--- config.mk ---
export PLATFORM = sky130hd
export DESIGN_NAME = traffic_light_monitor_flat
export DESIGN_NICKNAME = d
export VERILOG_FILES = /design/src/rtl/traffic_light_monitor_if.sv /design/src/rtl/traffic_light_monitor.sv /design/src/flat_wrapper.sv
export SDC_FILE = /design/constraint.sdc
export NUM_CORES = 1
export LEC_CHECK = 0
export BUFFER_PORTS_ARGS = -buffer_cell sky130_fd_sc_hd__buf_2
export CORE_MARGIN = 4
export CORE_UTILIZATION = 55
export DETAILED_ROUTE_END_ITERATION = 8
export HOLD_SLACK_MARGIN = 0.08
export MAX_ROUTING_LAYER = met4
export PLACE_DENSITY = 0.78
export SETUP_SLACK_MARGIN = 0.3
export SLEW_MARGIN = 30
export SYNTH_ARGS = -nofsm -noshare
export SYNTH_HDL_FRONTEND = slang
export SYNTH_SLANG_ARGS = --single-unit
--- constraint.sdc ---
create_clock -name clk -period 2.7 [get_ports clk]
set_clock_uncertainty 0.1 [all_clocks]
set_input_delay 0.27 -clock clk [delete_from_list [all_inputs] [get_ports clk]]
set_output_delay 0.27 -clock clk [all_outputs]
set_load 0.02 [all_outputs]
--- src/rtl/traffic_light_monitor_if.sv ---
// Lamp inputs, error-clear strobe and monitor status outputs of traffic_light_monitor.
// master = controller/bench side, slave = monitor side.
interface traffic_light_monitor_if #(
    parameter int CNT_W = 8
);
    logic             red;
    logic             amber;
    logic             green;
    logic             clr_err;
    logic [2:0]       phase;
    logic             valid;
    logic             err;
    logic [1:0]       err_code;
    logic [CNT_W-1:0] cycles;

    modport master (
        output red, amber, green, clr_err,
        input  phase, valid, err, err_code, cycles
    );

    modport slave (
        input  red, amber, green, clr_err,
        output phase, valid, err, err_code, cycles
    );
endinterface

--- src/rtl/traffic_light_monitor.sv ---
// Passive safety monitor for red/amber/green lamp outputs: sequence, dwell and cycle tracking.
// Optional minimum-dwell check enabled by defining TLM_MIN_DWELL_EN.
//
// state     | meaning
// ST_UNSYNC | waiting for a legal pattern to lock on; phase=000, valid=0
// ST_SYNC   | locked to the legal sequence; phase holds last legal pattern
module traffic_light_monitor #(
    parameter int MAX_DWELL = 16,
    parameter int MIN_DWELL = 2,
    parameter int CNT_W     = 8
) (
    input  logic                  clk,
    input  logic                  rst,
    traffic_light_monitor_if.slave mon
);
    localparam int DW = $clog2(MAX_DWELL + 1);
    localparam logic [DW-1:0] MaxDw = DW'(MAX_DWELL);
    localparam logic [DW-1:0] MinDw = DW'(MIN_DWELL);
    localparam logic [DW-1:0] OneDw = DW'(1);
`ifdef TLM_MIN_DWELL_EN
    localparam bit MinChkEn = 1'b1;
`else
    localparam bit MinChkEn = 1'b0;
`endif

    localparam logic [2:0] PatRed      = 3'b100;
    localparam logic [2:0] PatRedAmber = 3'b110;
    localparam logic [2:0] PatGreen    = 3'b001;
    localparam logic [2:0] PatAmber    = 3'b010;

    localparam logic [1:0] ErrNone    = 2'b00;
    localparam logic [1:0] ErrIllegal = 2'b01;
    localparam logic [1:0] ErrStep    = 2'b10;
    localparam logic [1:0] ErrDwell   = 2'b11;

    typedef enum logic {ST_UNSYNC, ST_SYNC} state_e;

    state_e           state_q, state_d;
    logic [2:0]       phase_q, phase_d;
    logic [DW-1:0]    dwell_q, dwell_d;
    logic             err_q, err_d;
    logic [1:0]       err_code_q, err_code_d;
    logic [CNT_W-1:0] cycles_q, cycles_d;

    logic [2:0] sample;
    logic       legal;
    logic [2:0] succ;
    logic [1:0] raise;

    assign sample = {mon.red, mon.amber, mon.green};
    assign legal  = (sample == PatRed) || (sample == PatRedAmber) ||
                    (sample == PatGreen) || (sample == PatAmber);

    always_comb begin
        case (phase_q)
            PatRed:      succ = PatRedAmber;
            PatRedAmber: succ = PatGreen;
            PatGreen:    succ = PatAmber;
            default:     succ = PatRed;
        endcase
    end

    always_ff @(posedge clk or posedge rst) begin
        if (rst) begin
            state_q    <= ST_UNSYNC;
            phase_q    <= '0;
            dwell_q    <= '0;
            err_q      <= 1'b0;
            err_code_q <= ErrNone;
            cycles_q   <= '0;
        end else begin
            state_q    <= state_d;
            phase_q    <= phase_d;
            dwell_q    <= dwell_d;
            err_q      <= err_d;
            err_code_q <= err_code_d;
            cycles_q   <= cycles_d;
        end
    end

    always_comb begin
        state_d    = state_q;
        phase_d    = phase_q;
        dwell_d    = dwell_q;
        err_d      = err_q;
        err_code_d = err_code_q;
        cycles_d   = cycles_q;
        raise      = ErrNone;

        if (state_q == ST_UNSYNC) begin
            if (legal) begin
                state_d = ST_SYNC;
                phase_d = sample;
                dwell_d = OneDw;
            end
        end else begin
            if (!legal) begin
                raise = ErrIllegal;
            end else if (sample == phase_q) begin
                // Timeout fires before the counter could pass MAX_DWELL, so it never wraps.
                if (dwell_q == MaxDw) raise = ErrDwell;
                else                  dwell_d = dwell_q + OneDw;
            end else if (sample == succ) begin
                if (MinChkEn && (dwell_q < MinDw)) begin
                    raise = ErrDwell;
                end else begin
                    phase_d = sample;
                    dwell_d = OneDw;
                    if (phase_q == PatAmber) cycles_d = cycles_q + CNT_W'(1);
                end
            end else begin
                raise = ErrStep;
            end
        end

        // A new error beats a simultaneous clear, and then owns the code.
        if (raise != ErrNone) begin
            state_d  = ST_UNSYNC;
            phase_d  = '0;
            dwell_d  = '0;
            cycles_d = cycles_q;
            err_d    = 1'b1;
            if (!err_q || mon.clr_err) err_code_d = raise;
        end else if (mon.clr_err) begin
            err_d      = 1'b0;
            err_code_d = ErrNone;
        end
    end

    always_comb begin
        mon.phase    = phase_q;
        mon.valid    = (state_q == ST_SYNC);
        mon.err      = err_q;
        mon.err_code = err_code_q;
        mon.cycles   = cycles_q;
    end
endmodule

--- src/flat_wrapper.sv ---
// flat-port wrapper written by rule: the top's interface ports become plain ports
module traffic_light_monitor_flat 
#(
    parameter int MAX_DWELL = 16,
    parameter int MIN_DWELL = 2,
    parameter int CNT_W     = 8
)
  (clk, rst, mon_red, mon_amber, mon_green, mon_clr_err, mon_phase, mon_valid, mon_err, mon_err_code, mon_cycles);
  traffic_light_monitor_if #(.CNT_W(CNT_W)) mon_i ();
  input  logic clk;
  input  logic rst;
  input wire logic [$bits(mon_i.red)-1:0] mon_red;
  input wire logic [$bits(mon_i.amber)-1:0] mon_amber;
  input wire logic [$bits(mon_i.green)-1:0] mon_green;
  input wire logic [$bits(mon_i.clr_err)-1:0] mon_clr_err;
  output wire logic [$bits(mon_i.phase)-1:0] mon_phase;
  output wire logic [$bits(mon_i.valid)-1:0] mon_valid;
  output wire logic [$bits(mon_i.err)-1:0] mon_err;
  output wire logic [$bits(mon_i.err_code)-1:0] mon_err_code;
  output wire logic [$bits(mon_i.cycles)-1:0] mon_cycles;
  assign mon_i.red = mon_red;
  assign mon_i.amber = mon_amber;
  assign mon_i.green = mon_green;
  assign mon_i.clr_err = mon_clr_err;
  assign mon_phase = mon_i.phase;
  assign mon_valid = mon_i.valid;
  assign mon_err = mon_i.err;
  assign mon_err_code = mon_i.err_code;
  assign mon_cycles = mon_i.cycles;
  traffic_light_monitor #(.MAX_DWELL(MAX_DWELL), .MIN_DWELL(MIN_DWELL), .CNT_W(CNT_W)) u_core (.clk(clk), .rst(rst), .mon(mon_i));
endmodule
# --- After elaboration in Yosys (flattened, before gate mapping) ---
# Cells that the tools add are included.
word_totals:
  reg_bits: 20
  in_bits: 6
  output_inout_bits: 15
  elab_cells: 65
op_classes:
  add_sub_neg: 2
  n_eq_ne: 16
  n_mux: 27
  bitwise_logic: 2
  n_reduce_logical: 12
ops:
  columns: ["op", "count"]
  rows:
  - ["$mux W5", 7]
  - ["$mux W3", 6]
  - ["$mux W2", 8]
  - ["$eq A3 B3 Y1 const B", 4]
  - ["$pmux W3 S3", 1]
  - ["$add A8 B1 Y8 const B", 1]
  - ["$ne A4 B4 Y1 const B", 2]
  - ["$eq A3 B1 Y1 const B", 2]
  - ["$eq A3 B2 Y1 const B", 2]
  - ["$eq A3 B3 Y1", 2]
  - ["$ne A3 B3 Y1 const B", 2]
  - ["$reduce_and A3 Y1", 2]
  - ["$reduce_and A6 Y1", 1]
  - ["$reduce_bool A2 Y1", 3]
  - ["$add A5 B1 Y5 const B", 1]
  - ["$eq A5 B5 Y1 const B", 1]
  - ["$mux W1", 5]
  - ["$logic_or A1 B1 Y1", 4]
  - ["$ne A2 B2 Y1 const B", 1]
  - ["$not A1 Y1", 2]
  - ["$reduce_and A2 Y1", 1]
  - ["$logic_not A1 Y1", 1]

# --- Longest topological paths before layout ---
depth:
  depth_word: 10
  ltp_mapped: 7
  ltp_nobuf: 6

# --- Worst setup path after synthesis ---
# Ideal clock, no wire load.
synth_timing:
  path_type: "register to register"
  startpoint: "register u_core.phase_q[2] (netlist: u_core.mon.phase[2])"
  endpoint: "register u_core.err_code_q[1] (netlist: u_core.mon.err_code[1])"
  setup_ps: 122
  arrival_ps: 1936
  required_time_ps: 2478
  slack_ps: 542
  stages_incl_launch_ff: 7
  n_path_buf: 1
  synth_period_minus_slack_ps: 2158
  cell_sequence: "dfrtp_1 -> buf_6 -> xor2_1 -> or3b_1 -> a221o_1 -> a221o_1 -> a32o_1"
synth_via:
  elab_chain_cells: 10
  elab_cells_between_ends: 16
  cone_classes: "eq/ne: 6; mux: 7; reduce/logical: 3"
synth_rtl:
  columns: ["element", "line_no", "rtl"]
  rows:
  - ["start, declared", "traffic_light_monitor.sv:39", "logic [2:0] phase_q, phase_d;"]
  - ["start signal, assigned", "traffic_light_monitor.sv:73", "phase_q <= phase_d;"]
  - ["$eq A3 B1 Y1 or $eq A3 B3 Y1 (tied branches)", "traffic_light_monitor.sv:55", "case (phase_q)"]
  - ["$pmux W3 S3", "traffic_light_monitor.sv:55", null]
  - ["$eq A3 B3 Y1", "traffic_light_monitor.sv:103", "end else if (sample == succ) begin"]
  - ["$mux W2", "traffic_light_monitor.sv:103", null]
  - ["$mux W2 *", "traffic_light_monitor.sv:99", "end else if (sample == phase_q) begin"]
  - ["$mux W2 *", "traffic_light_monitor.sv:97", "if (!legal) begin"]
  - ["$mux W2 *", "traffic_light_monitor.sv:90", "if (state_q == ST_UNSYNC) begin"]
  - ["$reduce_bool A2 Y1", "traffic_light_monitor.sv:117", "if (raise != ErrNone) begin"]
  - ["$ne A2 B2 Y1 (no line) or $reduce_bool A2 Y1 (tied branches)", null, null]
  - ["$reduce_and A2 Y1 (no line)", null, null]
  - ["end signal, assigned", "traffic_light_monitor.sv:69", "err_code_q <= ErrNone;"]
  - ["end signal, assigned", "traffic_light_monitor.sv:76", "err_code_q <= err_code_d;"]
  - ["end, declared", "traffic_light_monitor.sv:42", "logic [1:0] err_code_q, err_code_d;"]
# Every way passes the cells marked *; elsewhere a longest branch is shown, timed or not. The select of a mux whose other input is x is not followed.
# A chain may end at the register's enable or synchronous reset.

# --- Worst setup path after layout ---
# Same ends and word-level chain as after synthesis.

==> flow_metrics.tcl <==
set metrics [dict create \
    crit_chain "xor2_1 -> or3b_1 -> a221o_1 -> a221o_1 -> a32o_1" \
    die_area_um2 3140 \
    cts-htree-levels 1 \
    hold_viol 0 \
    vdd_drop_max_mv 0.477 \
    drc 0 \
    ys_seq_area_share_pct 39.4 \
    cpMaxStageDelayCell "dfrtp_1" \
    max_stage_delay_ps 520 \
    wl_per_cell_um 14.8 \
    critPathLaunchType "flip-flop" \
    grt_remaining_overflow 0 \
    grt_antenna_before_repair 0 \
    synthesis.area_um2 1270 \
    async_flop_share_pct 100 \
    grt_pass1_vias 980 \
    nFillCells 194 \
    crit_end "u_core.mon.err_code[1]" \
    crit_type "flip-flop to flip-flop" \
    yosysWarnings 0 \
    whs_ps 199 \
    synth.area.top_cells "dfrtp_1 (39%), xnor2_1 (4.8%), ha_1 (3.0%), xor2_1 (2.8%), nand4_1 (2.5%)" \
    yosysTopAreaCell "dfrtp_1" \
    tns_ps 0 \
    p_leak_nw 0.678 \
    placementRows 17 \
    setup.worst_path.end_class "flip-flop" \
    worstPathArrival_ps 2300 \
    synth_ff_type "dfrtp_1" \
    crit_buf_inv 0 \
    min_path_type "primary input to flip-flop" \
    start_util_pct 57.5 \
    synth_cells 128 \
    cp.required_ps 2790 \
    drt_wl_total_um 2540 \
    cts.sinks 20 \
    drt_iter0_drc 26 \
    yosys-top-cells-count "dfrtp_1 (20), inv_1 (8), xnor2_1 (7)" \
    crit_family "compound AO/OA/AOI/OAI gates" \
    rsz0062_at_grt "no" \
    clkTransAtPathRegs_ps 90 \
    cts-buffers-inserted 3 \
    syn_nets 137 \
    ant_nets 0 \
    slew_headroom_pct 49.9 \
    crit_fanout 10 \
    cp.depth 5 \
    area_delta_synth_final_pct 8.76 \
    ioPinCount 21 \
    fp.dieH_um 56.1 \
    dp_hpwl_um 1890 \
    cts_tree "built" \
    timing.rr.end "u_core.mon.err_code[1]" \
    grt_pass1_wl_um 4490 \
    syn_area_per_cell_um2 9.93 \
    r2r_setup_slack_ps 490 \
    grt_usage_pct 18.5 \
    powerDensity_nw_per_um2 522 \
    status "complete, no violations" \
    synth-edff-count 0 \
    postCtsSetupBuffers 0 \
    yosysUniqueCellTypes 45 \
    hold_path.startpoint "mon_clr_err" \
    ff2ff_path_depth 5 \
    fin_nets 155 \
    clk_path_buf_depth 2 \
    cts_root_buffer "clkbuf_4" \
    dr.pass1.iters 4 \
    fin_crit_ps 2210 \
    die-width_um 56.1 \
    layout-drive-gt1-share_pct 20.8 \
    post-synth-top-count-cell "dfrtp_1" \
    fin_crit_sh_pct 81.8 \
    clock_latency_ps 300 \
    tightest_slew_ps 751 \
    num_vias 1012 \
    maxCapViolations 0 \
    yosysTopAreaCellShare_pct 39.4 \
    startpoint "u_core.mon.phase[2]" \
    grt_max_degree 21 \
    coreArea_um2 2210 \
    timing.rr.start "u_core.mon.phase[2]" \
    n_antenna_cell 0 \
    port-buffer-count 20 \
    slew_viol_final 0 \
    synth_seq_cells 20 \
    max_freq_mhz 453 \
    cp_common_cell "a221o_1" \
    finalSetupViolCount 0 \
    fin_util_pct 62.5 \
    gp_congestion 0.820 \
    via_per_inst 5.88 \
]
[final cells by class]
type,count,area [µm²],share of cell area (%)
inverters,8,30.0,2.17
clock buffers,3,22.5,1.63
repair buffers,21,110,7.96
flip-flops and latches,20,500,36.2
well taps,28,35.0,2.53
multi-input cells,92,684,49.5
[per-stage QoR]
step	power (mW)	std cells	setup slack (ps)	area [µm²]
3_3_place_gp	0.581	168	530	1340
2_1_floorplan	0.541	128	542	1270
3_5_place_dp	0.587	168	454	1340
4_1_cts	0.726	172	441	1370
5_1_grt	0.779	172	357	1380
6_report	0.722	172	492	1380
[worst min-delay path by stage]
stage	end	cells after the start
after floorplan	u_core.dwell_q[0]	1
after global placement	u_core.mon.cycles[7]	2
after detailed placement	u_core.dwell_q[2]	2
after CTS	u_core.mon.err_code[0]	3
after global routing	u_core.mon.err_code[0]	3
final	u_core.mon.err_code[0]	3
[sequential cells by signal (all words and copies together) (netlist names)]
register	count
u_core.dwell_q	5
u_core.mon.cycles	8
u_core.mon.err	1
u_core.mon.err_code	2
u_core.mon.phase	3
u_core.mon.valid	1
[cells by family (layout without fill, tap and decap cells)]
logic type	Yosys count	after routing	synth area share (%)
buf+inv	16	32	7.68
mux	3	3	2.46
compound gates	28	28	15.7
flops	20	20	39.4
fa+ha+maj	3	3	2.95
xor+xnor	11	11	7.58
simple gates	47	47	24.2
[metal layers]
metal  wire length (µm)  up-vias  track usage (%)
met5                  0        -                -
met4                 51        0             7.12
met3                146        7             5.10
met2               1110       31             24.9
met1               1240      472             26.3
li1                   -      502                -
[layout by cell type (no fill, tap or decap), types with 4 or more instances in the layout]
master   instances
nor3b_1          4
buf_2           20
xnor2_1          7
nor2b_1          5
nand2_1          4
inv_1            8
xor2_1           4
o21ai_0          5
nand4_1          5
nand3_1          5
dfrtp_1         20
nor2_1           5
a21o_1           4
[tightest hold or removal path, cell delays in order]
cell and delay, ps:
buf_2 80, a31oi_1 40, a21o_1 160
[timing repair]
item,CTS,global route
setup endpoints to repair,0,1
hold buffers,1,0
resized for setup,0,2
endpoints found under the hold margin,20,0
[where the power goes]
group	leakage (nW)	switching [mW]	total, mW	internal [mW]
sequential	0.268	0.0490	0.378	0.329
clock	0.0138	0.0838	0.136	0.0520
combinational	0.397	0.123	0.209	0.0856
Note: power is estimated with default switching activity, not from simulation.
